$ cat config.mk
export PLATFORM = sky130hd
export DESIGN_NAME = mem_access_ctrl
export DESIGN_NICKNAME = d
export VERILOG_FILES = /design/src/rtl/mem_access_ctrl_pkg.sv /design/src/rtl/mem_access_ctrl_lsu_align.sv /design/src/rtl/mem_access_ctrl.sv
export SDC_FILE = /design/constraint.sdc
export NUM_CORES = 1
export LEC_CHECK = 0
export BUFFER_PORTS_ARGS = -buffer_cell sky130_fd_sc_hd__buf_2
export CAP_MARGIN = 10
export CORE_MARGIN = 1
export CORE_UTILIZATION = 37
export DETAILED_ROUTE_END_ITERATION = 8
export SLEW_MARGIN = 20
export SYNTH_ARGS = -nofsm -noshare
export SYNTH_HDL_FRONTEND = slang
export SYNTH_SLANG_ARGS = --single-unit
$ cat constraint.sdc
create_clock -name clk -period 2.9 [get_ports clk]
set_input_delay 0.725 -clock clk [delete_from_list [all_inputs] [get_ports clk]]
set_output_delay 0.725 -clock clk [all_outputs]
set_load 0.01 [all_outputs]
$ cat src/rtl/mem_access_ctrl_pkg.sv
`default_nettype none
// ============================================================================
//  Module      : mem_access_ctrl_pkg
//  Description : Shared constants and helpers for the MEM-stage load/store
//                initiator: RISC-V width codes, FSM encodings, size decode.
//  Revision    : 1.0 - initial release
// ============================================================================
package mem_access_ctrl_pkg;

   // RISC-V load/store width codes (funct3)
   localparam logic [2:0] F3_B  = 3'b000;   // LB / SB
   localparam logic [2:0] F3_H  = 3'b001;   // LH / SH
   localparam logic [2:0] F3_W  = 3'b010;   // LW / SW
   localparam logic [2:0] F3_BU = 3'b100;   // LBU
   localparam logic [2:0] F3_HU = 3'b101;   // LHU

   // FSM state encodings
   localparam int         STATE_W = 2;
   localparam logic [1:0] ST_IDLE = 2'd0;
   localparam logic [1:0] ST_ACC1 = 2'd1;
   localparam logic [1:0] ST_ACC2 = 2'd2;
   localparam logic [1:0] ST_DONE = 2'd3;

   // Access size in bytes from funct3[1:0]; only legal codes reach the datapath
   function automatic logic [3:0] size_of(input logic [1:0] f);
      case (f)
         2'b00:   size_of = 4'd1;
         2'b01:   size_of = 4'd2;
         default: size_of = 4'd4;
      endcase
   endfunction

   // Unsigned variants exist for loads only; everything else is undefined
   function automatic logic f3_illegal(input logic [2:0] f3, input logic we);
      case (f3)
         F3_B, F3_H, F3_W: f3_illegal = 1'b0;
         F3_BU, F3_HU:     f3_illegal = we;
         default:          f3_illegal = 1'b1;
      endcase
   endfunction

endpackage
`default_nettype wire

$ cat src/rtl/mem_access_ctrl_lsu_align.sv
`default_nettype none
// ============================================================================
//  Module      : lsu_align
//  Description : Combinational byte-lane alignment. Builds the 8-lane mask
//                and lane-positioned store data spanning two words, and
//                extracts/extends load data from the two captured words.
//  Revision    : 1.0 - initial release
// ============================================================================
module lsu_align
   import mem_access_ctrl_pkg::*;
(
   input  logic [1:0]  off_i,
   input  logic [2:0]  funct3_i,
   input  logic [31:0] wdata_i,
   input  logic [31:0] buf0_i,
   input  logic [31:0] buf1_i,
   output logic [7:0]  mask_o,
   output logic [63:0] lanes_o,
   output logic [31:0] load_o
);

   logic [7:0]  w_base;
   logic [4:0]  w_shamt;
   logic [63:0] w_shifted;

   assign w_shamt = {off_i, 3'b000};

   // Store side: size mask and data shifted onto their byte lanes
   always_comb begin
      case (funct3_i[1:0])
         2'b00:   w_base = 8'h01;
         2'b01:   w_base = 8'h03;
         default: w_base = 8'h0F;
      endcase
      mask_o  = w_base << off_i;
      lanes_o = {32'h0, wdata_i} << w_shamt;
   end

   // Load side: bring the addressed bytes down to bit 0, truncate and extend
   always_comb begin
      w_shifted = {buf1_i, buf0_i} >> w_shamt;
      case (funct3_i)
         F3_B:    load_o = {{24{w_shifted[7]}},  w_shifted[7:0]};
         F3_H:    load_o = {{16{w_shifted[15]}}, w_shifted[15:0]};
         F3_W:    load_o = w_shifted[31:0];
         F3_BU:   load_o = {24'h0, w_shifted[7:0]};
         F3_HU:   load_o = {16'h0, w_shifted[15:0]};
         default: load_o = 32'h0;
      endcase
   end

endmodule
`default_nettype wire

$ cat src/rtl/mem_access_ctrl.sv
`default_nettype none
// ============================================================================
//  Module      : mem_access_ctrl
//  Description : MEM-stage load/store initiator. Accepts one request at a
//                time, drives the data RAM port, splits word-crossing
//                accesses into two word accesses and returns a one-cycle
//                response with the extended load result.
//  Revision    : 1.0 - initial release
// ============================================================================
module mem_access_ctrl
   import mem_access_ctrl_pkg::*;
#(
   parameter int ADDR_W = 32
) (
   input  logic              clk,
   input  logic              rst,
   input  logic              req_valid,
   output logic              req_ready,
   input  logic              req_we,
   input  logic [2:0]        req_funct3,
   input  logic [ADDR_W-1:0] req_addr,
   input  logic [31:0]       req_wdata,
   output logic              resp_valid,
   output logic [31:0]       resp_rdata,
   output logic              resp_err,
   output logic              mem_ce,
   output logic              mem_we,
   output logic [ADDR_W-1:0] mem_addr,
   output logic [3:0]        mem_sel,
   output logic [31:0]       mem_wdata,
   input  logic [31:0]       mem_rdata
);

   logic [STATE_W-1:0] state_q, state_d;
   logic               we_q;
   logic [2:0]         funct3_q;
   logic [ADDR_W-1:0]  addr_q;
   logic [31:0]        wdata_q;
   logic [31:0]        buf0_q;
   logic [31:0]        buf1_q;
   logic               err_q;

   logic [7:0]         w_mask;
   logic [63:0]        w_lanes;
   logic [31:0]        w_load;
   logic               w_split;
   logic [ADDR_W-1:0]  w_word_addr;

   // A split is needed when the access runs past the last byte of its word
   assign w_split     = (({2'b00, addr_q[1:0]} + size_of(funct3_q[1:0])) > 4'd4);
   assign w_word_addr = {addr_q[ADDR_W-1:2], 2'b00};

   lsu_align u_align (
      .off_i    (addr_q[1:0]),
      .funct3_i (funct3_q),
      .wdata_i  (wdata_q),
      .buf0_i   (buf0_q),
      .buf1_i   (buf1_q),
      .mask_o   (w_mask),
      .lanes_o  (w_lanes),
      .load_o   (w_load)
   );

   // State register
   always_ff @(posedge clk) begin
      if (!rst) state_q <= ST_IDLE;
      else      state_q <= state_d;
   end

   // Request latch and load capture buffers
   always_ff @(posedge clk) begin
      if (!rst) begin
         we_q     <= 1'b0;
         funct3_q <= 3'b000;
         addr_q   <= '0;
         wdata_q  <= 32'h0;
         buf0_q   <= 32'h0;
         buf1_q   <= 32'h0;
         err_q    <= 1'b0;
      end else begin
         case (state_q)
            ST_IDLE: begin
               if (req_valid) begin
                  we_q     <= req_we;
                  funct3_q <= req_funct3;
                  addr_q   <= req_addr;
                  wdata_q  <= req_wdata;
                  err_q    <= f3_illegal(req_funct3, req_we);
                  buf0_q   <= 32'h0;
                  buf1_q   <= 32'h0;
               end
            end
            ST_ACC1: if (!we_q) buf0_q <= mem_rdata;
            ST_ACC2: if (!we_q) buf1_q <= mem_rdata;
            default: ;
         endcase
      end
   end

   // Next-state logic; illegal requests skip the RAM entirely
   always_comb begin
      state_d = state_q;
      case (state_q)
         ST_IDLE: begin
            if (req_valid) begin
               if (f3_illegal(req_funct3, req_we)) state_d = ST_DONE;
               else                                state_d = ST_ACC1;
            end
         end
         ST_ACC1: state_d = w_split ? ST_ACC2 : ST_DONE;
         ST_ACC2: state_d = ST_DONE;
         default: state_d = ST_IDLE;
      endcase
   end

   // Output decode; the RAM port is quiet outside the two access states
   always_comb begin
      req_ready  = 1'b0;
      resp_valid = 1'b0;
      resp_err   = 1'b0;
      resp_rdata = 32'h0;
      mem_ce     = 1'b0;
      mem_we     = 1'b0;
      mem_addr   = '0;
      mem_sel    = 4'h0;
      mem_wdata  = 32'h0;
      case (state_q)
         ST_IDLE: req_ready = 1'b1;
         ST_ACC1: begin
            mem_ce    = 1'b1;
            mem_we    = we_q;
            mem_addr  = w_word_addr;
            mem_sel   = w_mask[3:0];
            mem_wdata = w_lanes[31:0];
         end
         ST_ACC2: begin
            mem_ce    = 1'b1;
            mem_we    = we_q;
            mem_addr  = w_word_addr + ADDR_W'(4);   // wraps at the top of memory
            mem_sel   = w_mask[7:4];
            mem_wdata = w_lanes[63:32];
         end
         default: begin
            resp_valid = 1'b1;
            resp_err   = err_q;
            resp_rdata = (we_q || err_q) ? 32'h0 : w_load;
         end
      endcase
   end

endmodule
`default_nettype wire
# Word level (Yosys, flattened, before mapping)
# Cells that the tools add are included.
dict set report totals {
  out_inout_bits 105
  input_bits 103
  regBits 135
  wordCells 66
}
dict set report classes {
  reduce_logical 14
  n_shift 3
  order_cmp 1
  mux 24
  n_eq_ne 14
  add_sub_neg 2
}
# operator n
set op_table {}
lappend op_table {{$pmux 32 s2} 4}
lappend op_table {{$pmux 32 s5} 1}
lappend op_table {{$mux 32} 4}
lappend op_table {{$shl 32x5->64} 1}
lappend op_table {{$shr 64x5->32} 1}
lappend op_table {{$add 32x3->32 const B} 1}
lappend op_table {{$pmux 4 s2} 2}
lappend op_table {{$eq 3x3->1 const B} 4}
lappend op_table {{$mux 1} 8}
lappend op_table {{$shl 4x2->8} 1}
lappend op_table {{$eq 3x1->1 const B} 2}
lappend op_table {{$eq 3x2->1 const B} 2}
lappend op_table {{$logic_not 3->1} 2}
lappend op_table {{$ne 2x2->1 const B} 3}
lappend op_table {{$pmux 2 s3} 1}
lappend op_table {{$pmux 3 s2} 1}
lappend op_table {{$reduce_and 3->1} 2}
lappend op_table {{$reduce_or 3->1} 2}
lappend op_table {{$add 2x4->4} 1}
lappend op_table {{$eq 2x1->1 const B} 2}
lappend op_table {{$gt 4x3->1 const B} 1}
lappend op_table {{$logic_not 2->1} 2}
lappend op_table {{$mux 2} 2}
lappend op_table {{$reduce_bool 2->1} 2}
lappend op_table {{other kinds (5)} 6}

# Depth between registers and ports, before layout
# Gate-level depths: netlist (run 1).
dict set report depth {
  word_depth 8
  mapped_depth 9
  ltp_nobuf 8
}

# By module
# A second synthesis (run 1) with hierarchy kept.
dict set report hier_totals {
  hier_cells 1188
  area_unflattened_um2 9369.0
}
# module seq_area_each_um2 area_each_um2 n_inst cells_each
set by_module_without_submodules {}
lappend by_module_without_submodules {mem_access_ctrl 2702.6 7143.1 1 930}
lappend by_module_without_submodules {lsu_align 0.0 2225.9 1 258}

# Worst setup path after synthesis (run 1)
# OpenSTA, ideal clock, no wires.
dict set report synth_path {
  kind {register to output}
  startpoint {reg addr_q[0]}
  endpoint {out resp_rdata[23]}
  t_required_ns 2.175
  path_slack_ns 0.201
  arrival_time_ns 1.974
  n_path_buf 4
  stages_incl_launch_ff 10
  cell_sequence {dfxtp_1 buf_4 inv_2 mux2_2 or4_1 buf_2 and2_4 buf_6 buf_12 a21oi_2}
}
dict set report synth_between {
  elab_chain_cells 4
}
# item line_no
set synth_rtl {}
lappend synth_rtl {{from (decl)} mem_access_ctrl.sv:37} ;# logic [ADDR_W-1:0] addr_q;
lappend synth_rtl {{from (signal assigned)} mem_access_ctrl.sv:86} ;# addr_q <= req_addr;
lappend synth_rtl {{$shr 64x5->32} mem_access_ctrl_lsu_align.sv:41} ;# w_shifted = {buf1_i, buf0_i} >> w_shamt;
lappend synth_rtl {{$pmux 32 s5} mem_access_ctrl_lsu_align.sv:42} ;# case (funct3_i)
lappend synth_rtl {{$mux 32} mem_access_ctrl.sv:146} ;# resp_rdata = (we_q || err_q) ? 32'h0 : w_load;
lappend synth_rtl {{$mux 32} mem_access_ctrl.sv:127} ;# case (state_q)
lappend synth_rtl {{to (decl)} mem_access_ctrl.sv:24} ;# output logic [31:0] resp_rdata,
# No other way between the ends.

# Final worst setup path (run 1)
dict set report layout_path {
  startpoint {reg addr_q[1]}
  endpoint {out resp_rdata[30]}
}
# The elaborated chain is that of the path after synthesis.

==> results.txt, run 1 <==
Hold buffers post-CTS -> 0
Area of the multi-input gates -> 5410 um^2
Total global-route track usage -> 24.2%
Commonest non-fill, non-tap cell in the layout -> nand2_1
Fillers -> 2,131
Slew HR -> 51.9%
Placed cells -> 1,483
Clk sinks -> 127
Clock Skew -> 0.0179 ns
First-pass GRT wire length -> 42,100 um
HPWL after detailed placement -> 19,200 um
Buf+Inv Stages, Crit Path -> 1
Leakage -> 0.00406 uW
Final core utilization -> 50.1%
Share of the synthesized area in the top cell type -> 31.4%
Maximum net fanout on the critical path -> 8
CTS HTree Levels -> 4
Worst hold path type -> reg -> reg
Avg Inst Size Synth -> 7.72 um^2
Cell Rows -> 53
WP data arrival -> 2.17 ns
Initial core utilization -> 38.1%
DRC Markers -> 0
Clock Pin Slew Worst Setup and Hold Paths -> 0.06 ns
Tmin final -> 2.89 ns
I/O pin total -> 208
Post-synth top area cell -> dfxtp_1
Synth Flop Type -> dfxtp_1
Final Cycle Share -> 99.8%
CP Launch Type -> register
Final hold violation count -> 0
MaxCap Viol Count -> 0
Area grow syn2layout -> 31.4%
Drt pass-1 iters -> 5
Seq/Total Area, Yosys -> 31.4%
Vias per cell -> 5.52
Synth async-reset ratio -> 0%
Yosys warns -> 0
Slew Limit Fails -> 0
Peak VDD IR -> 0.000436 V
Input/output buffers -> 205
Final setup fails -> 0
GR Overflow Total -> 0
Drt total wl -> 27,700 um
Initial antenna violation count -> 1
Post-route insts no fill -> 1,537
Worst Setup End Kind -> primary output
Largest net degree at the start of global routing -> 49
Fin nets -> 1,359
Netlist cell types -> 53
Synth area leaders -> dfxtp_1 (31%), nand2_1 (12%), a21boi_0 (11%)
Most frequent cells in the layout -> nand2_1 (258), buf_2 (202), a21boi_0 (124), dfxtp_1 (103), nand3_1 (77)
Max Root-Sink Buffers -> 2
Slowest stage cell, crit path -> or4_4
Routed Antenna Nets -> 0
Die footprint -> 22,500 um^2
Pre-CTS setup slack -> 0.170 ns
Fmax -> 346 MHz
Crit Path Category -> reg -> out
DIE HEIGHT -> 150 um
Unrepaired setup endpoints after global routing -> true
Power Dens Cells -> 774 nW/um^2
Die X -> 150 um
CTS tree -> yes
Vias in the first global route -> 7,842
Initial drt markers -> 576
Total core area -> 21,200 um^2
Synthesized flop and latch total -> 127
Gpl congestion -> 0.943
CTS Buf Count -> 17
Post-synth EDFFs -> 0
Worst slew pin tran -> 0.721 ns
Worst-path cell chain -> mux2i_1, mux2_2, or4_4, and2_4, a21oi_2, buf_2
CP delay by family, top -> simple AND/OR/NAND/NOR gates
Cells after Synth -> 1,048
Mapped Area -> 8100 um^2
Root Buffer -> clkbuf_16
Wire per inst -> 18.0 um
Critical Path RT -> 2.17 ns
Final WS setup -> 0.00693 ns
Clk Latency, worst-skew pair -> 0.43 ns
Seq. cell area -> 2610 um^2
Slowest stage delay, CP -> 0.47 ns
Vias -> 8,488
Status -> complete, no violations
Layout cell share with drive strength beyond 1 -> 35.0%
[cells in the mapped netlist, drive strengths merged (2+ instances only)]
cell type,n
o41ai,5
nor2,34
mux4,29
nand2,268
o21ai,40
o31ai,4
mux2,11
dfxtp,127
o22ai,17
a22o,4
nor4,2
mux2i,29
ha,8
a21boi,124
and3,5
nand2b,2
nor3,6
buf,22
a22oi,9
xor2,2
clkbuf,73
a21oi,51
nor2b,27
o211ai,3
a31oi,9
nand3,84
inv,12
and2,16
o311ai,4
nand4,6
or4,3
[area by class of cell]
class,count,area share (%)
well taps,275,3.24
inverters,12,0.471
flip-flops and latches,127,24.5
clock inverters,14,1.35
clock buffers,18,4.13
diodes,2,0.0471
multi-input cells,816,50.9
repair buffers,273,15.4
[sequential cells by signal, indices dropped and copies added, names as in the netlist]
signal	count
funct3_q	3
addr_q	32
buf0_q	32
we_q	1
state_q	2
wdata_q	32
buf1_q	24
err_q	1
[what timing repair did]
action,in CTS,in global routing
resized for setup,50,74
setup endpoints to repair,81,79
endpoints found under the hold margin,0,0
pin swaps,6,11
setup buffers,11,8
gates cloned,1,0
[where the power goes]
| group | switching, uW | leakage, uW | internal (uW) |
|---|---|---|---|
| combinational | 2330 | 0.00273 | 1310 |
| sequential | 359 | 0.00105 | 2080 |
| clock | 925 | 0.000282 | 1230 |
| total | 3620 | 0.00406 | 4620 |
[logic make-up after synthesis]
kind of cell,synth area share [%]
flip-flops,31.4
other,0.0463
buffers and inverters,5.49
XOR/XNOR,0.325
AND/OR/NAND/NOR,24.8
adder cells (fa/ha/maj),1.48
multiplexers,13.2
AO/OA/AOI/OAI,23.3
[worst min-delay path: cells and delay by family, from the launching register on]
family / cells / cell delay, ns
AOI/OAI and AO/OA: 1 / 0.06
and+or+nand+nor: 1 / 0.05
DFF: 1 / 0.31
[per-stage QoR]
stage	TNS [ns]	power, uW	cell area [um^2]	hold slack [ns]
finish	0	8230	10600	0.462
global placement	0	5750	9480	0.447
global route	-1.37	8700	10600	0.489
CTS	-0.0441	8060	10300	0.462
floorplan	0	4560	8100	0.438
detailed placement	0	5780	9480	0.454
[per-layer routing]
| metal | vias to the layer above | track usage (%) | wire length, um |
|---|---|---|---|
| li1 | 4082 | - | - |
| met1 | 4045 | 32.4 | 12200 |
| met2 | 320 | 37.8 | 12700 |
| met3 | 41 | 4.51 | 2050 |
| met4 | 0 | 10.7 | 681 |
| met5 | - | 0 | 0 |
[path summary, 6_finish.rpt]
kind | from | end | slack (ns) | depth (start not counted)
min reg2reg | buf1_q[16]$_SDFFE_PN0P_ | buf1_q[16]$_SDFFE_PN0P_ | 0.46 | 2
min | buf1_q[16]$_SDFFE_PN0P_ | buf1_q[16]$_SDFFE_PN0P_ | 0.46 | 2
max reg2reg | state_q[0]$_SDFFE_PN0P_ | buf1_q[20]$_SDFFE_PN0P_ | 0.64 | 9
max | addr_q[1]$_SDFFE_PN0P_ | resp_rdata[30] | 0.007 | 6
Note: power is estimated with default switching activity, not from simulation.
==> run 2: changes to the inputs <==
--- a/config.mk
+++ b/config.mk
@@ -5,6 +5,7 @@
 export SDC_FILE = /design/constraint.sdc
 export NUM_CORES = 1
 export LEC_CHECK = 0
+export ABC_AREA = 1
 export BUFFER_PORTS_ARGS = -buffer_cell sky130_fd_sc_hd__buf_2
 export CAP_MARGIN = 10
 export CORE_MARGIN = 1
==> run 2 against run 1 <==
  * Global-route usage up 1.4 points
  * Clock power about the same
  * Combinational power up 25%
  * Critical path type unchanged
  * Maximum frequency up 3.1%
  * Utilization down 2.3 points
  * Die area up 0.41%
  * First-iteration DRC count up 32%
  * Register-to-register slack better by 0.04 ns
  * Critical path depth up 1
  * Critical endpoint is now mem_addr[6]
  * Flip-flop and latch count unchanged
==> results.txt, run 2 <==
Status -> complete, no violations
Synthesized flop and latch total -> 127
Layout cell share with drive strength beyond 1 -> 23.3%
GR Overflow Total -> 0
Clk sinks -> 127
Largest net degree at the start of global routing -> 64
CTS tree -> yes
First-pass GRT wire length -> 44,900 um
Hold buffers post-CTS -> 0
Crit Path Category -> reg -> out
Tmin final -> 2.80 ns
Sequential Power Share -> 28.6%
CP Launch Type -> register
Synth Flop Type -> dfxtp_1
CP delay by family, top -> buffers and inverters
Max Root-Sink Buffers -> 2
Slew Limit Fails -> 0
Reg2Reg Setup Slack -> 0.68 ns
Worst hold path type -> reg -> reg
Vias -> 9,445
Pint -> 5010 uW
Final setup fails -> 0
Final hold violation count -> 0
Post-route insts no fill -> 1,777
Share of the synthesized area in the top cell type -> 31.3%
Slew HR -> 47.6%
Area of the multi-input gates -> 4870 um^2
Slowest stage cell, crit path -> dfxtp_2
Initial core utilization -> 38.2%
Register-to-Register Path Depth -> 7
Placed cells -> 1,728
Peak VDD IR -> 0.000395 V
Commonest non-fill, non-tap cell in the layout -> nand2_1
Synth area leaders -> dfxtp_1 (31%), nand2_1 (15%), a21oi_1 (9.2%)
Die footprint -> 22,600 um^2
Worst R2R Start -> state_q[0]$_SDFFE_PN0P_
Avg Inst Size Synth -> 6.24 um^2
Input/output buffers -> 205
Initial antenna violation count -> 5
Netlist cell types -> 42
Logic gate share of total power -> 48.3%
Leakage -> 0.00438 uW
WP data arrival -> 2.08 ns
Yosys warns -> 0
Root Buffer -> clkbuf_16
TNS Setup -> 0 ns
Vias in the first global route -> 8,364
Clk Latency, worst-skew pair -> 0.43 ns
Fin nets -> 1,597
DRC Markers -> 0
Worst-path cell chain -> inv_2, ha_4, buf_4, clkinvlp_4, buf_4, a221oi_1, buf_2
CTS HTree Levels -> 4
WHS -> 0.466 ns
Worst Setup End Kind -> primary output
Critical path startpoint -> state_q[1]$_SDFFE_PN0P_
Post-synth EDFFs -> 0
MaxCap Viol Count -> 0
Maximum net fanout on the critical path -> 7
Seq. cell area -> 2560 um^2
Switching Share -> 47.0%
CP Depth -> 7
Drt total wl -> 29,400 um
Critical Path RT -> 2.17 ns
Synth async-reset ratio -> 0%
Buf+Inv Stages, Crit Path -> 5
Total global-route track usage -> 25.7%
Cells after Synth -> 1,303
Most frequent cells in the layout -> nand2_1 (329), buf_2 (205), a21oi_1 (149), nor2_1 (141), o21ai_0 (139)
Wire per inst -> 16.5 um
Worst slew pin tran -> 0.785 ns
Seq/Total Area, Yosys -> 31.3%
Final Total Pwr -> 9440 uW
Fmax -> 357 MHz
DIE HEIGHT -> 150 um
Net Switching -> 4440 uW
Post-synth top area cell -> dfxtp_1
Drt pass-1 iters -> 6
Most frequent CP cell -> buf_4
Vias per cell -> 5.32
Total core area -> 21,300 um^2
Clock Skew -> 0.0135 ns
Biggest regs -> addr_q (32), buf0_q (32), wdata_q (32)
Clock share of power -> 23.2%
Routed Antenna Nets -> 0
Area grow syn2layout -> 25.2%
HPWL after detailed placement -> 21,200 um
Cell Rows -> 53
Fillers -> 2,316
Gpl congestion -> 0.937
Crit path capture -> mem_addr[6]
Worst R2R End -> buf1_q[16]$_SDFFE_PN0P_
Power Dens Cells -> 928 nW/um^2
Slowest stage delay, CP -> 0.39 ns
CTS Buf Count -> 17
I/O pin total -> 208
Top cells by count, synth -> nand2_1 (333), nor2_1 (153), a21oi_1 (149)
Initial drt markers -> 760
Most common cell in the netlist -> nand2_1
Final Cycle Share -> 96.7%
Worst Hold Depth -> 2
Clock Pin Slew Worst Setup and Hold Paths -> 0.06 ns
Mapped Area -> 8130 um^2
Die X -> 150 um
==> run 2: cell count changes after synthesis, sizes merged, moves of 36 or more <==
cell and delta:
nor2 +125, a21boi -124, o21ai +106, a21oi +98, inv +91, nand2 +68, clkbuf -36
==> run 2: metrics by stage <==
| stage | utilization, % | worst slack (ns) | instance area, um^2 |
|---|---|---|---|
| after floorplan | - | 0.573 | 8130 |
| after global placement | 43.8 | 0.324 | 9320 |
| after detailed placement | 43.8 | 0.237 | 9320 |
| after CTS | 47.0 | 0.0118 | 10000 |
| after global routing | 47.8 | -0.0119 | 10200 |
| final | 47.8 | 0.0952 | 10200 |
==> run 2: worst min-delay path by stage <==
stage / from / to / slack, ns
global route: buf0_q[7]$_SDFFE_PN0P_ / buf0_q[7]$_SDFFE_PN0P_ / 0.48
finish: buf0_q[1]$_SDFFE_PN0P_ / buf0_q[1]$_SDFFE_PN0P_ / 0.47
global placement: buf0_q[4]$_SDFFE_PN0P_ / buf0_q[4]$_SDFFE_PN0P_ / 0.45
CTS: buf0_q[1]$_SDFFE_PN0P_ / buf0_q[1]$_SDFFE_PN0P_ / 0.47
detailed placement: buf0_q[1]$_SDFFE_PN0P_ / buf0_q[1]$_SDFFE_PN0P_ / 0.46
floorplan: wdata_q[12]$_SDFFE_PN0P_ / wdata_q[12]$_SDFFE_PN0P_ / 0.44
==> run 2: cell type report <==
| cell class | count | area share (%) |
|---|---|---|
| Antenna cell | 4 | 0.0983 |
| Clock inverter | 14 | 1.45 |
| Timing Repair Buffer | 247 | 13.7 |
| Multi-Input combinational cell | 986 | 47.8 |
| Inverter | 104 | 3.96 |
| Tap cell | 275 | 3.38 |
| Clock buffer | 18 | 4.31 |
| Timing Repair inverter | 2 | 0.123 |
| Sequential cell | 127 | 25.1 |
==> run 2: logic make-up after synthesis <==
logic type,count (synthesis),share of synthesized area (%)
and+or+nand+nor,594,30.0
AOI/OAI and AO/OA,365,24.8
buffers and inverters,192,10.6
DFF,127,31.3
muxes,15,1.85
adders and majority gates,9,1.48
other,1,0.0461
==> run 2: what timing repair did <==
action                     4_1_cts  5_1_grt
resized for setup               15       41
setup buffers                    5        5
cloned                           2        1
pin swaps                        1        4
setup endpoints to repair       56       77
==> run 2: power groups by stage <==
stage / registers [uW] / logic [uW] / clock network [uW]
5_1_grt: 2760 / 5020 / 2270
4_1_cts: 2660 / 4370 / 2220
2_1_floorplan: 2530 / 3010 / 0
3_5_place_dp: 2690 / 4170 / 0
6_report: 2700 / 4560 / 2190
3_3_place_gp: 2690 / 4160 / 0
==> run 2: metal layers <==
metal / global-route usage [%] / wire length (um)
met3: 4.61 / 2000
met1: 34.9 / 13300
met4: 7.98 / 541
met2: 41.1 / 13500
met5: 0 / 10
==> run 2: tightest hold or removal path, stage by stage (launching register included) <==
cell,delay [ns]
dfxtp_1,0.31
nand2_1,0.06
a21oi_1,0.06
==> run 3: changes to the inputs <==
==> constraint.sdc (replaced) <==
create_clock -name clk -period 2.9 [get_ports clk]
set_input_delay 0.145 -clock clk [delete_from_list [all_inputs] [get_ports clk]]
set_output_delay 0.145 -clock clk [all_outputs]
set_load 0.01 [all_outputs]
==> run 3 against run 2 <==
  * The flow now finishes with violations (hold timing)
  * Total power is 5.2% lower
  * Routed wire length down 2.2%
  * Sequential share of layout area is 0.45 points lower
  * Clock power is essentially flat
  * Die area stayed put
  * Critical path type unchanged
  * Critical endpoint is now mem_addr[12]
  * Global-route usage decreased by 0.094 points
  * Hold slack got worse by 0.47 ns
  * Non-clock buffer count is 32 higher
==> results.txt, run 3 (same netlist as run 2, synthesis figures left out) <==
Layout cell share with drive strength beyond 1 -> 18.8%
MaxCap Viol Count -> 0
Initial core utilization -> 38.2%
Worst Setup End Kind -> primary output
GR Overflow Total -> 0
Biggest regs -> addr_q (32), buf0_q (32), wdata_q (32)
Commonest non-fill, non-tap cell in the layout -> nand2_1
Initial antenna violation count -> 2
Die X -> 150 um
Clock Pin Slew Worst Setup and Hold Paths -> 0.06 ns
Input/output buffers -> 205
Critical Path RT -> 2.76 ns
Root Buffer -> clkbuf_16
Sequential Power Share -> 30.2%
Tmin final -> 2.69 ns
Power Dens Cells -> 868 nW/um^2
Logic gate share of total power -> 45.4%
Final WS setup -> 0.212 ns
Post-CTS Repair Setup Buffers -> 0
Total core area -> 21,300 um^2
Pint -> 4790 uW
WP data arrival -> 2.54 ns
Fin nets -> 1,626
Status -> finished with violations
Final Cycle Share -> 92.7%
Drt pass-1 iters -> 6
CTS Buf Count -> 17
Final setup fails -> 0
WHS -> -0.00529 ns
I/O pin total -> 208
Die footprint -> 22,600 um^2
Area grow syn2layout -> 26.9%
Cell Rows -> 53
Most frequent cells in the layout -> nand2_1 (332), buf_2 (205), nor2_1 (153), a21oi_1 (149), o21ai_0 (139)
Leakage -> 0.00450 uW
First-pass GRT wire length -> 44,900 um
Wire per inst -> 15.9 um
Peak VDD IR -> 0.000407 V
Fmax -> 372 MHz
Violated checks -> hold timing
Drt total wl -> 28,700 um
Clk Latency, worst-skew pair -> 0.43 ns
Placed cells -> 1,718
Net Switching -> 4160 uW
Initial drt markers -> 714
CTS HTree Levels -> 4
Gpl congestion -> 0.924
Switching Share -> 46.5%
Clock share of power -> 24.4%
Worst slew pin tran -> 0.849 ns
DRC Markers -> 0
Max Root-Sink Buffers -> 2
Slew HR -> 43.4%
Vias -> 9,424
Total global-route track usage -> 25.6%
Post-route insts no fill -> 1,803
Unrepaired setup endpoints after global routing -> false
Clock Skew -> 0.00681 ns
Worst hold path type -> in -> reg
Vias per cell -> 5.23
Largest net degree at the start of global routing -> 67
HPWL after detailed placement -> 20,700 um
Maximum net fanout on the critical path -> 30
DIE HEIGHT -> 150 um
Final hold violation count -> 1
Slew Limit Fails -> 0
Vias in the first global route -> 8,453
Routed Antenna Nets -> 0
CTS tree -> yes
Clk sinks -> 127
Crit Path Category -> reg -> out
Reg2Reg Setup Slack -> 0.69 ns
CP Launch Type -> register
Pre-CTS setup slack -> 0.664 ns
TNS Setup -> 0 ns
-- run 3: power by group through the flow --
stage	Clock (uW)	Combinational, uW	Sequential, uW
floorplan	0	3010	2530
global placement	0	3950	2720
CTS	2220	4060	2690
global route	2290	4510	2770
detailed placement	0	3980	2730
finish	2190	4060	2700
-- run 3: metal layers --
metal	routed length (um)	track usage, %	vias up
met5	17	0	-
met4	506	6.57	2
met3	1900	5.30	37
met2	13200	41.5	326
met1	13100	34.4	4298
li1	-	-	4761
-- run 3: worst paths after layout --
kind / from / endpoint / cells after the start
hold reg to reg: buf0_q[7]$_SDFFE_PN0P_ / buf0_q[7]$_SDFFE_PN0P_ / 2
setup reg to reg: state_q[0]$_SDFFE_PN0P_ / buf1_q[23]$_SDFFE_PN0P_ / 9
hold / removal: req_addr[17] / addr_q[17]$_SDFFE_PN0P_ / 3
setup / recovery: state_q[0]$_SDFFE_PN0P_ / mem_addr[12] / 10
-- run 3: stage by stage --
stage | total power, uW | cell area (um^2) | util, %
floorplan | 5540 | 8130 | -
global placement | 6670 | 9210 | 43.2
detailed placement | 6710 | 9210 | 43.2
CTS | 8970 | 10300 | 48.4
global route | 9580 | 10300 | 48.4
finish | 8950 | 10300 | 48.5
-- run 3: area by class of cell --
cell class              instances  area, um^2
multi-input cells             985        4730
flip-flops and latches        127        2550
well taps                     275         344
repair buffers                279        1710
fillers                      2245       11000
diodes                          1        2.50
clock inverters                14         155
clock buffers                  18         429
inverters                     104         393
-- run 3: repair_timing --
item | CTS | global route
hold endpoints to repair | 52 | 1
hold buffers | 51 | 1
endpoints found under the setup margin | 0 | 15
resized for setup | 0 | 2
-- run 3: worst max-delay path, stage by stage, from the launching register on --
cell,delay (ns)
dfxtp_1,0.34
inv_1,0.09
ha_1,0.18
buf_4,0.35
nand2_1,0.12
inv_1,0.44
nand2_1,0.16
o211ai_1,0.11
o21ai_0,0.13
inv_1,0.07
buf_2,0.12
